==> src/rtl/sram_bist_pkg.sv <==
// Shared types for the March C- SRAM BIST: sequencer states and the
// per-element constant table (direction, op pattern, read/write data).
package sram_bist_pkg;

    typedef enum logic [3:0] {
        ST_IDLE,
        ST_M0,
        ST_M1,
        ST_M2,
        ST_M3,
        ST_M4,
        ST_M5,
        ST_DRAIN,
        ST_DONE
    } state_t;

    typedef enum logic [1:0] {
        OP_NONE,
        OP_W,
        OP_RW,
        OP_R
    } op_t;

    typedef struct packed {
        logic desc;    // 1: walk DEPTH-1 down to 0
        op_t  op;
        logic rd_one;  // expected read data is all-ones
        logic wr_one;  // write data is all-ones
    } elem_t;

    function automatic elem_t elem_cfg(input state_t s);
        elem_t e;
        e = '{1'b0, OP_NONE, 1'b0, 1'b0};
        case (s)
            ST_M0:   e = '{1'b0, OP_W,  1'b0, 1'b0};
            ST_M1:   e = '{1'b0, OP_RW, 1'b0, 1'b1};
            ST_M2:   e = '{1'b0, OP_RW, 1'b1, 1'b0};
            ST_M3:   e = '{1'b1, OP_RW, 1'b0, 1'b1};
            ST_M4:   e = '{1'b1, OP_RW, 1'b1, 1'b0};
            ST_M5:   e = '{1'b0, OP_R,  1'b0, 1'b0};
            default: e = '{1'b0, OP_NONE, 1'b0, 1'b0};
        endcase
        return e;
    endfunction

endpackage

==> src/rtl/sram_bist_ctrl_if.sv <==
// SRAM pin bundle between the BIST sequencer (master) and the macro (slave).
interface sram_bist_ctrl_if #(
    parameter int DATA_WIDTH  = 4,
    parameter int ADDR_WIDTH  = 6,
    parameter int WMASK_WIDTH = 2
);
    logic                   we;
    logic [WMASK_WIDTH-1:0] wmask;
    logic [ADDR_WIDTH-1:0]  addr;
    logic [DATA_WIDTH-1:0]  din;
    logic [DATA_WIDTH-1:0]  dout;

    modport master (output we, output wmask, output addr, output din, input dout);
    modport slave  (input we, input wmask, input addr, input din, output dout);
endinterface

==> src/rtl/sram_bist_cmp.sv <==
// Read-data checker: registers the expected word, compares it against dout a
// cycle later, keeps pass; error log exists only with SRAM_BIST_ERR_LOG_EN.
module sram_bist_cmp #(
    parameter int DATA_WIDTH = 4,
    parameter int ADDR_WIDTH = 6,
    parameter int CNT_WIDTH  = 8
) (
    input  logic                  clock,
    input  logic                  reset,
    input  logic                  clr,
    input  logic                  rd,
    input  logic [ADDR_WIDTH-1:0] rd_addr,
    input  logic [DATA_WIDTH-1:0] rd_exp,
    input  logic [DATA_WIDTH-1:0] dout,
    output logic                  pass,
    output logic [CNT_WIDTH-1:0]  fail_cnt,
    output logic [ADDR_WIDTH-1:0] fail_addr,
    output logic [DATA_WIDTH-1:0] fail_exp,
    output logic [DATA_WIDTH-1:0] fail_act
);
    logic                  vld_p1;
    logic [DATA_WIDTH-1:0] exp_p1;
    logic                  miss_p1;

    assign miss_p1 = vld_p1 && (dout != exp_p1);

    // Stage p1: dout of the previous read is valid here
    always_ff @(posedge clock) begin
        if (reset) begin
            vld_p1 <= 1'b0;
            pass   <= 1'b0;
        end else begin
            vld_p1 <= rd;
            if (clr)
                pass <= 1'b1;
            else if (miss_p1)
                pass <= 1'b0;
        end
    end

    always_ff @(posedge clock) begin
        exp_p1 <= rd_exp;
    end

`ifdef SRAM_BIST_ERR_LOG_EN
    logic [ADDR_WIDTH-1:0] addr_p1;

    function automatic logic [CNT_WIDTH-1:0] sat_inc(input logic [CNT_WIDTH-1:0] v);
        return (v == '1) ? v : v + CNT_WIDTH'(1);
    endfunction

    always_ff @(posedge clock) begin
        addr_p1 <= rd_addr;
    end

    always_ff @(posedge clock) begin
        if (reset || clr) begin
            fail_cnt  <= '0;
            fail_addr <= '0;
            fail_exp  <= '0;
            fail_act  <= '0;
        end else if (miss_p1) begin
            fail_cnt <= sat_inc(fail_cnt);
            if (fail_cnt == '0) begin
                fail_addr <= addr_p1;
                fail_exp  <= exp_p1;
                fail_act  <= dout;
            end
        end
    end
`else
    logic unused_addr;
    assign unused_addr = ^rd_addr;
    assign fail_cnt    = '0;
    assign fail_addr   = '0;
    assign fail_exp    = '0;
    assign fail_act    = '0;
`endif

endmodule

==> src/rtl/sram_bist_ctrl.sv <==
// March C- BIST sequencer for the sram22_64x4m4w2 macro: FSM, address counter
// and read checker. Error log (fail_*) built only with SRAM_BIST_ERR_LOG_EN.
module sram_bist_ctrl
    import sram_bist_pkg::*;
#(
    parameter int DATA_WIDTH  = 4,
    parameter int ADDR_WIDTH  = 6,
    parameter int WMASK_WIDTH = 2,
    parameter int CNT_WIDTH   = 8
) (
    input  logic                  clock,
    input  logic                  reset,
    input  logic                  start,
    output logic                  busy,
    output logic                  done,
    output logic                  pass,
    output logic [CNT_WIDTH-1:0]  fail_cnt,
    output logic [ADDR_WIDTH-1:0] fail_addr,
    output logic [DATA_WIDTH-1:0] fail_exp,
    output logic [DATA_WIDTH-1:0] fail_act,
    sram_bist_ctrl_if.master      sram
);
    state_t                state, nxt_state;
    logic                  phase, nxt_phase;   // 1: write half of a read-write pair
    logic [ADDR_WIDTH-1:0] addr, nxt_addr;
    logic                  we_q, nxt_we;
    logic [DATA_WIDTH-1:0] din_q, nxt_din;
    elem_t                 cur, succ, nxt;
    logic                  start_ok, addr_last, rd_now;
    logic [DATA_WIDTH-1:0] rd_exp;

    always_comb begin
        cur       = elem_cfg(state);
        succ      = elem_cfg(state_t'(state + 4'd1));
        start_ok  = start && (state == ST_IDLE || state == ST_DONE);
        addr_last = cur.desc ? (addr == '0) : (addr == '1);
        rd_now    = (cur.op == OP_R) || (cur.op == OP_RW && !phase);
        rd_exp    = {DATA_WIDTH{cur.rd_one}};
        nxt_state = state;
        nxt_phase = 1'b0;
        nxt_addr  = addr;
        case (state)
            ST_IDLE, ST_DONE: begin
                if (start_ok) begin
                    nxt_state = ST_M0;
                    nxt_addr  = '0;
                end
            end
            ST_DRAIN: begin
                nxt_state = ST_DONE;
                nxt_addr  = '0;
            end
            default: begin
                if (cur.op == OP_RW && !phase) begin
                    nxt_phase = 1'b1;
                end else if (addr_last) begin
                    nxt_state = state_t'(state + 4'd1);
                    nxt_addr  = {ADDR_WIDTH{succ.desc}};
                end else begin
                    nxt_addr = cur.desc ? addr - ADDR_WIDTH'(1) : addr + ADDR_WIDTH'(1);
                end
            end
        endcase
        // Pin values are registered, so they follow the state being entered
        nxt     = elem_cfg(nxt_state);
        nxt_we  = (nxt.op == OP_W) || (nxt.op == OP_RW && nxt_phase);
        nxt_din = {DATA_WIDTH{nxt_we && nxt.wr_one}};
    end

    always_ff @(posedge clock) begin
        if (reset) begin
            state <= ST_IDLE;
            phase <= 1'b0;
            addr  <= '0;
            we_q  <= 1'b0;
            din_q <= '0;
            busy  <= 1'b0;
            done  <= 1'b0;
        end else begin
            state <= nxt_state;
            phase <= nxt_phase;
            addr  <= nxt_addr;
            we_q  <= nxt_we;
            din_q <= nxt_din;
            busy  <= (nxt_state != ST_IDLE) && (nxt_state != ST_DONE);
            done  <= (nxt_state == ST_DONE);
        end
    end

    assign sram.we    = we_q;
    assign sram.wmask = '1;
    assign sram.addr  = addr;
    assign sram.din   = din_q;

    sram_bist_cmp #(
        .DATA_WIDTH (DATA_WIDTH),
        .ADDR_WIDTH (ADDR_WIDTH),
        .CNT_WIDTH  (CNT_WIDTH)
    ) u_cmp (
        .clock     (clock),
        .reset     (reset),
        .clr       (start_ok),
        .rd        (rd_now),
        .rd_addr   (addr),
        .rd_exp    (rd_exp),
        .dout      (sram.dout),
        .pass      (pass),
        .fail_cnt  (fail_cnt),
        .fail_addr (fail_addr),
        .fail_exp  (fail_exp),
        .fail_act  (fail_act)
    );

endmodule

==> src/flat_wrapper.sv <==
// flat-port wrapper written by rule: the top's interface ports become plain ports
module sram_bist_ctrl_flat import sram_bist_pkg::*;
#(
    parameter int DATA_WIDTH  = 4,
    parameter int ADDR_WIDTH  = 6,
    parameter int WMASK_WIDTH = 2,
    parameter int CNT_WIDTH   = 8
)
  (clock, reset, start, busy, done, pass, fail_cnt, fail_addr, fail_exp, fail_act, sram_we, sram_wmask, sram_addr, sram_din, sram_dout);
  sram_bist_ctrl_if #(.DATA_WIDTH(DATA_WIDTH), .ADDR_WIDTH(ADDR_WIDTH), .WMASK_WIDTH(WMASK_WIDTH)) sram_i ();
  input  logic clock;
  input  logic reset;
  input  logic start;
  output logic busy;
  output logic done;
  output logic pass;
  output logic [CNT_WIDTH-1:0] fail_cnt;
  output logic [ADDR_WIDTH-1:0] fail_addr;
  output logic [DATA_WIDTH-1:0] fail_exp;
  output logic [DATA_WIDTH-1:0] fail_act;
  output wire logic [$bits(sram_i.we)-1:0] sram_we;
  output wire logic [$bits(sram_i.wmask)-1:0] sram_wmask;
  output wire logic [$bits(sram_i.addr)-1:0] sram_addr;
  output wire logic [$bits(sram_i.din)-1:0] sram_din;
  input wire logic [$bits(sram_i.dout)-1:0] sram_dout;
  assign sram_we = sram_i.we;
  assign sram_wmask = sram_i.wmask;
  assign sram_addr = sram_i.addr;
  assign sram_din = sram_i.din;
  assign sram_i.dout = sram_dout;
  sram_bist_ctrl #(.DATA_WIDTH(DATA_WIDTH), .ADDR_WIDTH(ADDR_WIDTH), .WMASK_WIDTH(WMASK_WIDTH), .CNT_WIDTH(CNT_WIDTH)) u_core (.clock(clock), .reset(reset), .start(start), .busy(busy), .done(done), .pass(pass), .fail_cnt(fail_cnt), .fail_addr(fail_addr), .fail_exp(fail_exp), .fail_act(fail_act), .sram(sram_i));
endmodule
==> config.mk <==
export PLATFORM = sky130hd
export DESIGN_NAME = sram_bist_ctrl_flat
export DESIGN_NICKNAME = d
export VERILOG_FILES = /design/src/rtl/sram_bist_pkg.sv /design/src/rtl/sram_bist_ctrl_if.sv /design/src/rtl/sram_bist_cmp.sv /design/src/rtl/sram_bist_ctrl.sv /design/src/flat_wrapper.sv
export SDC_FILE = /design/constraint.sdc
export NUM_CORES = 1
export LEC_CHECK = 0
export CORE_MARGIN = 2
export CORE_UTILIZATION = 45
export CTS_CLUSTER_SIZE = 24
export DETAILED_ROUTE_END_ITERATION = 7
export GPL_ROUTABILITY_DRIVEN = 0
export PLACE_DENSITY = 0.77
export SETUP_SLACK_MARGIN = 0.15
export SYNTH_ARGS = -nofsm -noshare
export SYNTH_HDL_FRONTEND = slang
export SYNTH_SLANG_ARGS = --single-unit
==> constraint.sdc <==
create_clock -name clock -period 4.47 [get_ports clock]
set_input_delay 0.6705 -clock clock [delete_from_list [all_inputs] [get_ports clock]]
set_output_delay 0.6705 -clock clock [all_outputs]
set_load 0.03 [all_outputs]
==> out/metrics.cfg <==
[timing]
grt_setup_unrepaired=no
timing.final.hold_violations=0
fin_crit_ps=2910
worst_pin_slew_ps=587
fmaxAchievable_ghz=0.343
tns_ps=0
slew_viol_final=0
min_period_over_period_pct=65.2
skew_ps=10.8
setup_viol=0
slew_headroom_pct=60.6

[power_and_ir_drop]
pwr_density_cell_nw_per_um2=228
ir_drop_uv=91.4
total_power_mw=0.359
p_leak_nw=0.635

[routing]
first_pass_iters=4
drt-total-wl_um=2640
final_antenna_net_count=0
via_count=1128
wl_per_cell_um=11.6
drc=0
first_iter_violations=27
post_drt_via_cell_ratio=4.97

[final_layout]
regArea_um2=360
fillers=302
antennaDiodeCount=0
utilization_pct=52.0
final_cell_count_no_fill=227
drive_above_1_share_pct=8.74
multi_input_area_um2=900
area_growth_pct=11.0
final_nets=202

[worst_setup_path]
worstPathMaxFanout=7
critPathBufInv=1
critPathRequiredTime_ps=4710
startpoint_type=register
crit_family=simple AND/OR/NAND/NOR gates
endpoint_kind=register
crit_chain=inv_1, ha_1, nor2_1, nor2_1, ha_1, a21o_1, a21oi_1, o21bai_1, a21oi_1, xor2_1, or3b_1, a31oi_1
cp_slowest_cell=dfxtp_1
worstSetupPathType=reg2reg
critical_path.max_stage_delay_ps=450
worstPathArrival_ps=3160

[synth]
synth_warnings=0
yosys_register_bits=18
synthFlopType=dfxtp_1
async_flop_share_pct=0
yosysUniqueCellTypes=48
seq_area_frac_synth_pct=25.4
synth_edf_count=0
syn_area_per_cell_um2=8.54
synthCells=166
syn-cell-area_um2=1420

[clocking]
cts_hold_buf=0
path_clk_slew_ps=120
root_buffer=clkbuf_4
cts_setup_buffers=0
cts.sinks=18
cts.path.max_buffers=2
clock_latency_ps=310
cts_resized=0
cts_tree=done
numCtsBuffers=3
htreeDepth=1

[outcome]
status=completed

[placement]
port_buffers=20
dpl.hpwl_um=1970
dp.cells=223

[global_routing]
grtUsageTotal_pct=15.9
grt_max_degree=16
antenna_found_initial=0
grt_pass1_wl_um=4220
overflow=0
grt_pass1_vias=927

[floorplan]
num_io_pins=45
core_um2=3030
initial_utilization_pct=46.8
fp.dieH_um=60.1
rows=20
fp.dieW_um=60.1
dieArea_um2=3620

[worst_hold_path]
min_path_type=reg2reg

[flow_run]
maxCapViolations=0

Yosys cell counts (3+ instances only):
library cell / instances / area share (%)
mux2i_1: 4 / 2.8
dfxtp_1: 18 / 25
xor2_1: 4 / 2.5
ha_1: 10 / 8.8
a31oi_1: 4 / 1.8
a21oi_1: 10 / 3.5
nor2b_1: 3 / 1.3
nand2_1: 11 / 2.9
inv_1: 6 / 1.6
nor2_1: 14 / 3.7
buf_4: 27 / 14
xnor2_1: 3 / 1.9
nand3_1: 4 / 1.4
o21ai_0: 5 / 1.8
placed cells by master, fill, tap and decap left out, types with 2 or more instances in the layout:
cell	synthesis	final
and2b_1	2	2
nand2_1	11	11
o211ai_1	2	2
nand2b_1	2	2
nand3_1	4	4
nor2b_1	3	3
nor3b_1	2	2
nor2_1	14	14
dfxtp_1	18	18
conb_1	2	24
clkbuf_4	0	3
a21oi_1	10	10
a22oi_1	2	2
xnor2_1	3	3
ha_1	10	10
and2_1	2	2
a21o_1	2	2
o21ai_0	5	5
and3_1	2	2
mux2i_1	4	4
a31oi_1	4	4
inv_1	6	6
xor2_1	4	4
clkdlybuf4s50_1	0	20
where the power goes:
group	internal, mW	leakage [nW]	switching (mW)
Clock	0.0498	0.0210	0.0570
Sequential	0.165	0.146	0.00452
Combinational	0.0243	0.468	0.0589
final cells by class:
type | instances | share of cell area [%]
repair buffers | 20 | 12.7
clock buffers | 4 | 2.31
multi-input cells | 135 | 57.2
flip-flops and latches | 18 | 22.9
well taps | 44 | 3.50
inverters | 6 | 1.43
through the flow:
step                setup slack [ps]  hold WS (ps)  cell area [um2]
floorplan                       1830           445             1500
global placement                1680           484             1540
detailed placement              1580           493             1540
CTS                             1570           508             1570
global route                    1270           542             1570
finish                          1560           507             1570
kinds of logic (layout without fill, tap and decap cells):
kind of cell    Yosys count  in the layout  synth area share [%]
xor+xnor                  7              7                  4.32
fa+ha+maj                11             11                  10.2
buf+inv                  35             30                  16.9
mux                       4              4                  2.82
simple gates             54             54                  21.6
compound gates           35             35                  18.1
other cells               2             24                 0.530
flops                    18             18                  25.4
sequential cells by signal, indices dropped and copies added, names as in the netlist:
name and count:
u_core.busy 1, u_core.done 1, u_core.phase 1, u_core.sram.addr 6, u_core.sram.din 1, u_core.sram.we 1
u_core.state 4, u_core.u_cmp.exp_p1 1, u_core.u_cmp.pass 1, u_core.u_cmp.vld_p1 1
per-layer routing:
| layer | track usage (%) | vias up | wire length (um) | part of all wire [%] |
|---|---|---|---|---|
| li1 | - | 567 | - | - |
| met1 | 21.1 | 515 | 1250 | 47 |
| met2 | 23.0 | 41 | 1180 | 45 |
| met3 | 2.81 | 5 | 139 | 5.3 |
| met4 | 10.8 | 0 | 69 | 2.6 |
| met5 | 0 | - | 0 | 0 |
worst paths after layout:
check | to | slack (ps) | cells after the start | start
min | u_core.u_cmp.exp_p1[0] | 510 | 1 | u_core.state[3]
max reg2reg | u_core.sram.addr[5] | 1560 | 12 | u_core.state[0]
min reg2reg | u_core.u_cmp.exp_p1[0] | 510 | 1 | u_core.state[3]
max | u_core.sram.addr[5] | 1560 | 12 | u_core.state[0]
Note: power is estimated with default switching activity, not from simulation.
